File: config.mk
export PLATFORM = sky130hd
export DESIGN_NAME = alu_issue_ctrl
export DESIGN_NICKNAME = d
export VERILOG_FILES = /design/src/rtl/alu_issue_ctrl.sv
export SDC_FILE = /design/constraint.sdc
export NUM_CORES = 1
export LEC_CHECK = 0
export ABC_AREA = 1
export BUFFER_PORTS_ARGS = -buffer_cell sky130_fd_sc_hd__buf_2
export CAP_MARGIN = 40
export CORE_MARGIN = 4
export CORE_UTILIZATION = 40
export CTS_CLUSTER_DIAMETER = 100
export DETAILED_ROUTE_END_ITERATION = 8
export MAX_ROUTING_LAYER = met4
export PLACE_DENSITY = 0.76
export SYNTH_ARGS = -nofsm -noshare
export SYNTH_HDL_FRONTEND = slang
export SYNTH_SLANG_ARGS = --single-unit
export TNS_END_PERCENT = 100
File: constraint.sdc
create_clock -name clk_i -period 1.6 [get_ports clk_i]
set_input_delay 0.16 -clock clk_i [delete_from_list [all_inputs] [get_ports clk_i]]
set_output_delay 0.16 -clock clk_i [all_outputs]
set_load 0.005 [all_outputs]
File: src/rtl/alu_issue_ctrl.sv
// -----------------------------------------------------------------------------
// alu_issue_ctrl
//   Initiator side of the ALU interface. Decodes alu_op/funct into a 3-bit ALU
//   control code, presents registered operands and code to a combinational
//   ALU, waits a fixed number of EXEC cycles (longer for mul), then captures
//   the ALU result and returns it over a valid/ready handshake.
//
// Ports
//   clk_i, rst_i                 clock (rising edge), async active-low reset
//   req_valid_i / req_ready_o    request handshake (ready only in IDLE)
//   alu_op_i, funct_i            operation select, {funct7,funct3}
//   data1_i, data2_i             operands, sampled only at accept
//   alu_data1_o/alu_data2_o      registered operands to the ALU
//   alu_ctrl_o                   registered control code to the ALU
//   alu_data_i, alu_zero_i       ALU result and zero flag
//   res_valid_o / res_ready_i    result handshake (valid only in DONE)
//   res_data_o, res_zero_o       captured result and zero flag
//   res_illegal_o                R-type funct was not recognised
// -----------------------------------------------------------------------------
module alu_issue_ctrl #(
    parameter int unsigned ALU_LATENCY = 1,
    parameter int unsigned MUL_LATENCY = 3
) (
    input  logic        clk_i,
    input  logic        rst_i,
    input  logic        req_valid_i,
    output logic        req_ready_o,
    input  logic [1:0]  alu_op_i,
    input  logic [9:0]  funct_i,
    input  logic [31:0] data1_i,
    input  logic [31:0] data2_i,
    output logic [31:0] alu_data1_o,
    output logic [31:0] alu_data2_o,
    output logic [2:0]  alu_ctrl_o,
    input  logic [31:0] alu_data_i,
    input  logic        alu_zero_i,
    output logic        res_valid_o,
    input  logic        res_ready_i,
    output logic [31:0] res_data_o,
    output logic        res_zero_o,
    output logic        res_illegal_o
);

    typedef enum logic [1:0] {S_IDLE, S_EXEC, S_DONE} state_t;

    localparam logic [2:0] C_PASS = 3'b000;
    localparam logic [2:0] C_ADD  = 3'b001;
    localparam logic [2:0] C_SUB  = 3'b010;
    localparam logic [2:0] C_AND  = 3'b011;
    localparam logic [2:0] C_OR   = 3'b100;
    localparam logic [2:0] C_MUL  = 3'b101;

    // Counter preload is latency-1: the capture edge is the one where cnt==0.
    localparam logic [3:0] ALU_CNT = 4'(ALU_LATENCY - 1);
    localparam logic [3:0] MUL_CNT = 4'(MUL_LATENCY - 1);

    state_t      state_q, state_d;
    logic [3:0]  cnt_q, cnt_d;
    logic [31:0] op1_q, op1_d, op2_q, op2_d;
    logic [2:0]  ctrl_q, ctrl_d;
    logic        ill_q, ill_d;
    logic [31:0] rdata_q, rdata_d;
    logic        rzero_q, rzero_d;

    logic [2:0]  dec_ctrl;
    logic        dec_ill;

    // Opcode/funct decode, used only at the accept edge.
    always_comb begin
        dec_ctrl = C_ADD;
        dec_ill  = 1'b0;
        case (alu_op_i)
            2'b01: dec_ctrl = C_SUB;
            2'b10: begin
                case (funct_i)
                    10'b0000000_000: dec_ctrl = C_ADD;
                    10'b0100000_000: dec_ctrl = C_SUB;
                    10'b0000000_111: dec_ctrl = C_AND;
                    10'b0000000_110: dec_ctrl = C_OR;
                    10'b0000001_000: dec_ctrl = C_MUL;
                    default: begin
                        dec_ctrl = C_PASS;
                        dec_ill  = 1'b1;
                    end
                endcase
            end
            default: dec_ctrl = C_ADD;
        endcase
    end

    always_comb begin
        state_d = state_q;
        cnt_d   = cnt_q;
        op1_d   = op1_q;
        op2_d   = op2_q;
        ctrl_d  = ctrl_q;
        ill_d   = ill_q;
        rdata_d = rdata_q;
        rzero_d = rzero_q;
        case (state_q)
            S_IDLE: begin
                if (req_valid_i) begin
                    op1_d   = data1_i;
                    op2_d   = data2_i;
                    ctrl_d  = dec_ctrl;
                    ill_d   = dec_ill;
                    cnt_d   = (dec_ctrl == C_MUL) ? MUL_CNT : ALU_CNT;
                    state_d = S_EXEC;
                end
            end
            S_EXEC: begin
                if (cnt_q != 4'd0) begin
                    cnt_d = cnt_q - 4'd1;
                end else begin
                    rdata_d = alu_data_i;
                    rzero_d = alu_zero_i;
                    state_d = S_DONE;
                end
            end
            S_DONE: begin
                if (res_ready_i) state_d = S_IDLE;
            end
            default: state_d = S_IDLE;
        endcase
    end

    always_ff @(posedge clk_i or negedge rst_i) begin
        if (!rst_i) begin
            state_q <= S_IDLE;
            cnt_q   <= '0;
            op1_q   <= '0;
            op2_q   <= '0;
            ctrl_q  <= '0;
            ill_q   <= 1'b0;
            rdata_q <= '0;
            rzero_q <= 1'b0;
        end else begin
            state_q <= state_d;
            cnt_q   <= cnt_d;
            op1_q   <= op1_d;
            op2_q   <= op2_d;
            ctrl_q  <= ctrl_d;
            ill_q   <= ill_d;
            rdata_q <= rdata_d;
            rzero_q <= rzero_d;
        end
    end

    assign req_ready_o   = (state_q == S_IDLE);
    assign res_valid_o   = (state_q == S_DONE);
    assign alu_data1_o   = op1_q;
    assign alu_data2_o   = op2_q;
    assign alu_ctrl_o    = ctrl_q;
    assign res_data_o    = rdata_q;
    assign res_zero_o    = rzero_q;
    assign res_illegal_o = ill_q;

endmodule

=== Yosys cells after proc, flatten, opt, wreduce, memory -nomap -nowiden ===
Index checks and enable logic that the tools add are counted.

* Word-level logic and storage cells: 44
* Register bits: 107

* Reductions and logical operators: 9
* Add/sub/neg operators: 1
* Equality and inequality tests: 13
* Bitwise gates (word level): 1
* Mux-type cells: 12

{| class="wikitable"
|+ Operator list
! operator !! count
|-
| 10-bit by 3-bit equality test with 1-bit output (second input constant) || 2
|-
| 3-bit case mux with 5 select lines || 1
|-
| 10-bit by 4-bit equality test with 1-bit output (second input constant) || 1
|-
| 10-bit by 9-bit equality test with 1-bit output (second input constant) || 1
|-
| 10-bit zero test || 1
|-
| 2-bit 2-to-1 mux || 4
|-
| 4-bit 2-to-1 mux || 2
|-
| 4-bit case mux with 2 select lines || 1
|-
| 2-bit != test (second input constant) || 3
|-
| 2-bit case mux with 3 select lines || 1
|-
| 3-bit case mux with 2 select lines || 1
|-
| 3-bit AND reduction || 2
|-
| 5-bit OR reduction || 1
|-
| 2-bit by 1-bit equality test with 1-bit output (second input constant) || 2
|-
| 2-bit equality test (second input constant) || 2
|-
| 2-bit AND reduction || 2
|-
| 4-bit nonzero test || 1
|-
| 4-bit by 1-bit subtractor with 4-bit output (second input constant) || 1
|-
| 3-bit equality test (second input constant) || 1
|-
| 2-bit zero test || 1
|-
| 1-bit 2-to-1 mux || 2
|-
| 2-bit by 1-bit != test with 1-bit output (second input constant) || 1
|-
| 2-bit nonzero test || 1
|-
| 1-bit inverter || 1
|}

=== Depth between registers and ports, before layout ===
* Depth in word-level cells: 7
* Gate-level depth with buffers: 10

=== Worst setup path before layout ===
Ideal clock, no wire load.

* Path kind: reg-to-reg
* From: reg cnt_q[0]
* To: reg rdata_q[10], in the netlist res_data_o[10]
* Arrival: 1.260 ns
* Setup slack: 0.215 ns
* Setup time: 0.125 ns
* Cell stages (with the launch flop): 6
* Data required time: 1.475 ns
* Cell sequence: dfrtp_1 > inv_1 > ha_1 > nand3_4 > buf_6 > mux2_4

* Word-level cells in the longest chain between the ends: 3

{| class="wikitable"
|+ Ends and longest elaborated chain
! item !! line !! text
|-
| start: declaration || 58 || <nowiki>logic [3:0] cnt_q, cnt_d;</nowiki>
|-
| start signal: assignment || 139 || <nowiki>cnt_q <= cnt_d;</nowiki>
|-
| 4-bit nonzero test || 112 || <nowiki>if (cnt_q != 4'd0) begin</nowiki>
|-
| 1-bit inverter (no line) || - ||
|-
| 2-bit AND reduction (no line) || - ||
|-
| end signal: assignment || 144 || <nowiki>rdata_q <= rdata_d;</nowiki>
|-
| end: declaration || 62 || <nowiki>logic [31:0] rdata_q, rdata_d;</nowiki>
|}

No other way between the ends.
A chain may end at the register's enable or synchronous reset.

=== Worst setup path after layout ===
* From: reg cnt_q[0]
* To: reg rdata_q[8], in the netlist res_data_o[8]

Same word-level chain as after synthesis.

==> results by group <==
Outcome
  – Status: finished clean

Setup path
  – WP data required: approximately 1.9 ns
  – Max stage delay on crit path: around 0.42 ns
  – Crit path launch type: register
  – Worst R2R Path Depth: 5
  – Worst path cell trace: inv_1 -> ha_2 -> nand3_4 -> buf_4 -> mux2_4
  – Reg2reg start: cnt_q[0]
  – Critical path fanouts, max: 8
  – Crit path DAT: 1.77 ns
  – Crit path kind: reg2reg
  – R2R setup slack: 0.09 ns
  – Worst path bufs/invs: 2
  – Crit. End Element: register
  – Slowest-stage cell, CP: dfrtp_1
  – Worst Setup SP: cnt_q[0]
  – Critical path's top delay family: flip-flops
  – Worst R2R End: res_data_o[8]

Global routing
  – Met1 Resource Use GR: 0.2288
  – Met2 GRT Util: 0.3890
  – Vias in the first global route: between 4000 and 5000
  – Met3 usage: 0.05936
  – Gr usage total: 0.2166
  – Largest net degree at the start of global routing: just under 60
  – Remaining global-route overflow: 0
  – First-pass GRT wire length: about 21 mm
  – Most Crowded Layer GR: met2
  – Initial antenna violation count: 0

Pwr
  – P_leak: between 0.003 and 0.004 uW
  – Switching Power: 4122 uW
  – Internal cell power: around 7400 uW
  – PwrDens: approximately 1700 nW/um^2
  – Switching Fraction: 0.3572
  – Worst VDD drop: between 0.001 and 0.0015 V
  – Clock network power share: 0.146
  – Flop pwr share: 0.418
  – Combinational share of power: 0.436
  – Design Power: between 10000 and 15000 uW

STA
  – Slew Viols, Final: 0
  – Achievable Freq: ~660 MHz
  – Endpoints failing hold: 0
  – Final setup viols: 0
  – WHS: ~0.030 ns
  – Final period util: 0.9440
  – Final critical-path setup slack: ~0.09 ns
  – Slew headroom: 0.7109
  – Clk_skew: roughly 0.0073 ns
  – Fin crit period: 1.510 ns
  – Slew at the pin closest to its max-slew limit: roughly 0.43 ns

Clock tree
  – CTS Buffer Depth: 2
  – CTS tree: yes
  – # clock sinks: roughly 110
  – Root Buffer: clkbuf_8
  – Num CTS Buffers: 9
  – Clk_lat worst skew: 0.37 ns
  – H-tree level count: 3
  – Clock transition at path regs: about 0.1 ns

Route
  – Drt pass-1 iters: 4
  – Vias/cell: about 4.6
  – Total wire length: 13.32 mm
  – Routed Antenna Nets: 0
  – DR iter-0 viols: around 330
  – # DRC: 0
  – DR WL/cell: about 15 um
  – Vias: about 4100

Synthesis
  – Post-synthesis sequential area ratio: 0.6090
  – Post-synth cell types: 24
  – Cell area after synthesis: between 4000 and 5000 um^2
  – Average size of a mapped cell: 10.13 um^2
  – Register bit total from synthesis: 107
  – Mapped Cells: 434
  – Ys Warns: 0
  – Post-Syn Nets: 551

Finish
  – Nets: 864
  – Commonest non-fill, non-tap cell in the layout: nand2_1
  – Share of layout cells above drive strength 1: 0.3790
  – Synthesis-to-finish area growth: 55.26%
  – Antenna cells: 0
  – Final core utilization: 0.6325
  – Most frequent cells in the layout: 216 x nand2_1, 214 x buf_2, 107 x dfrtp_1

Floorplan
  – I/O pin cnt: 216
  – Initial Util: 0.4074
  – Core Rows: 38
  – Die Wd: approximately 110 um
  – Die area: approximately 13000 um^2
  – Die height: around 110 um
  – Core outline area: between 10000 and 15000 um^2

Placed design
  – Port bufs: about 220
  – Routability-driven placement congestion ratio: 0.8466
  – Pre-CTS WS: just over 0.04 ns
  – Dpl hpwl: approximately 8.5 mm

Min path
  – Worst hold path class: in2reg
  – Hold path startpoint: alu_zero_i
  – Hold EP: res_zero_o
  – Cell depth of the worst min-delay path: 2

Flow run
  – # Max-Cap Violations: 0
area by class of cell:
class                   instances  area, um^2
fillers                       822        3966
flip-flops and latches        107        2678
repair buffers                319        2145
multi-input cells             294        1568
well taps                     140       175.2
clock buffers                  11       141.4
clock inverters                 5       60.06
inverters                      16       60.06
registers in the layout, summed over array words and instances, names as in the netlist:
name and flops:
res_illegal_o 1, state_q 2, res_data_o 32, cnt_q 4, res_zero_o 1, alu_data1_o 32, alu_ctrl_o 3, alu_data2_o 32
cell usage after synthesis:
library cell	number	area [um^2]
mux2_4	29	435.4
a21oi_1	4	20.02
nor2_1	19	71.32
mux2_2	4	45.04
nand3_4	1	17.52
nor4_2	1	12.51
buf_4	1	7.510
nand3_1	4	20.02
nor3_1	1	5.000
inv_1	14	52.55
o31ai_1	2	15.01
nor2_2	1	6.260
dfrtp_1	107	2678
nand3b_1	1	7.510
ha_1	4	50.05
clkbuf_1	8	30.03
buf_6	3	33.78
o21ai_0	4	20.02
buf_2	5	25.02
xnor2_1	1	8.760
nor2_4	1	11.26
inv_2	2	7.510
nand2_1	216	810.8
nand2_2	1	6.260
worst max-delay path by stage:
| stage | slack, ns | depth (start not counted) | end |
|---|---|---|---|
| final | 0.09 | 5 | res_data_o[8] |
| after global routing | -0.0001 | 5 | res_data_o[8] |
| after CTS | 0.02 | 5 | res_data_o[23] |
| after detailed placement | 0.04 | 5 | res_data_o[23] |
| after global placement | 0.11 | 5 | res_data_o[22] |
| after floorplan | 0.21 | 5 | res_data_o[10] |
power by group through the flow:
stage          sequential [uW]  combinational [uW]  clock, uW
6_report                  4830                5030       1680
5_1_grt                   4970                5580       1870
4_1_cts                   4810                4960       1740
3_5_place_dp              4840                4770          0
3_3_place_gp              4790                4560          0
2_1_floorplan             4880                2550          0
cells by family after synthesis:
logic type	Yosys count	share of synthesized area
simple gates	246	0.2203
flops	107	0.6090
buf+inv	33	0.03557
mux	33	0.1093
compound gates	10	0.01252
fa+ha+maj	4	0.01138
xor+xnor	1	0.001992
per-layer routing:
metal,vias up,share of wire
li1,1960,-
met5,-,0
met1,1936,0.38
met2,179,0.54
met4,0,0.022
met3,30,0.060
through the flow:
stage	instance area [um^2]	std cells	setup TNS, ns
after floorplan	4397	434	0
after global placement	5672	781	0
after detailed placement	5672	781	0
after CTS	6764	886	0
after global routing	6827	892	-0.0001155
final	6827	892	0
what timing repair did:
action | in CTS | in global routing
gates resized for setup | 0 | 4
hold buffers | 89 | 2
setup buffers | 0 | 4
setup endpoints to repair | 0 | 32
endpoints found under the hold margin | 195 | 2
Note: power is estimated with default switching activity, not from simulation.
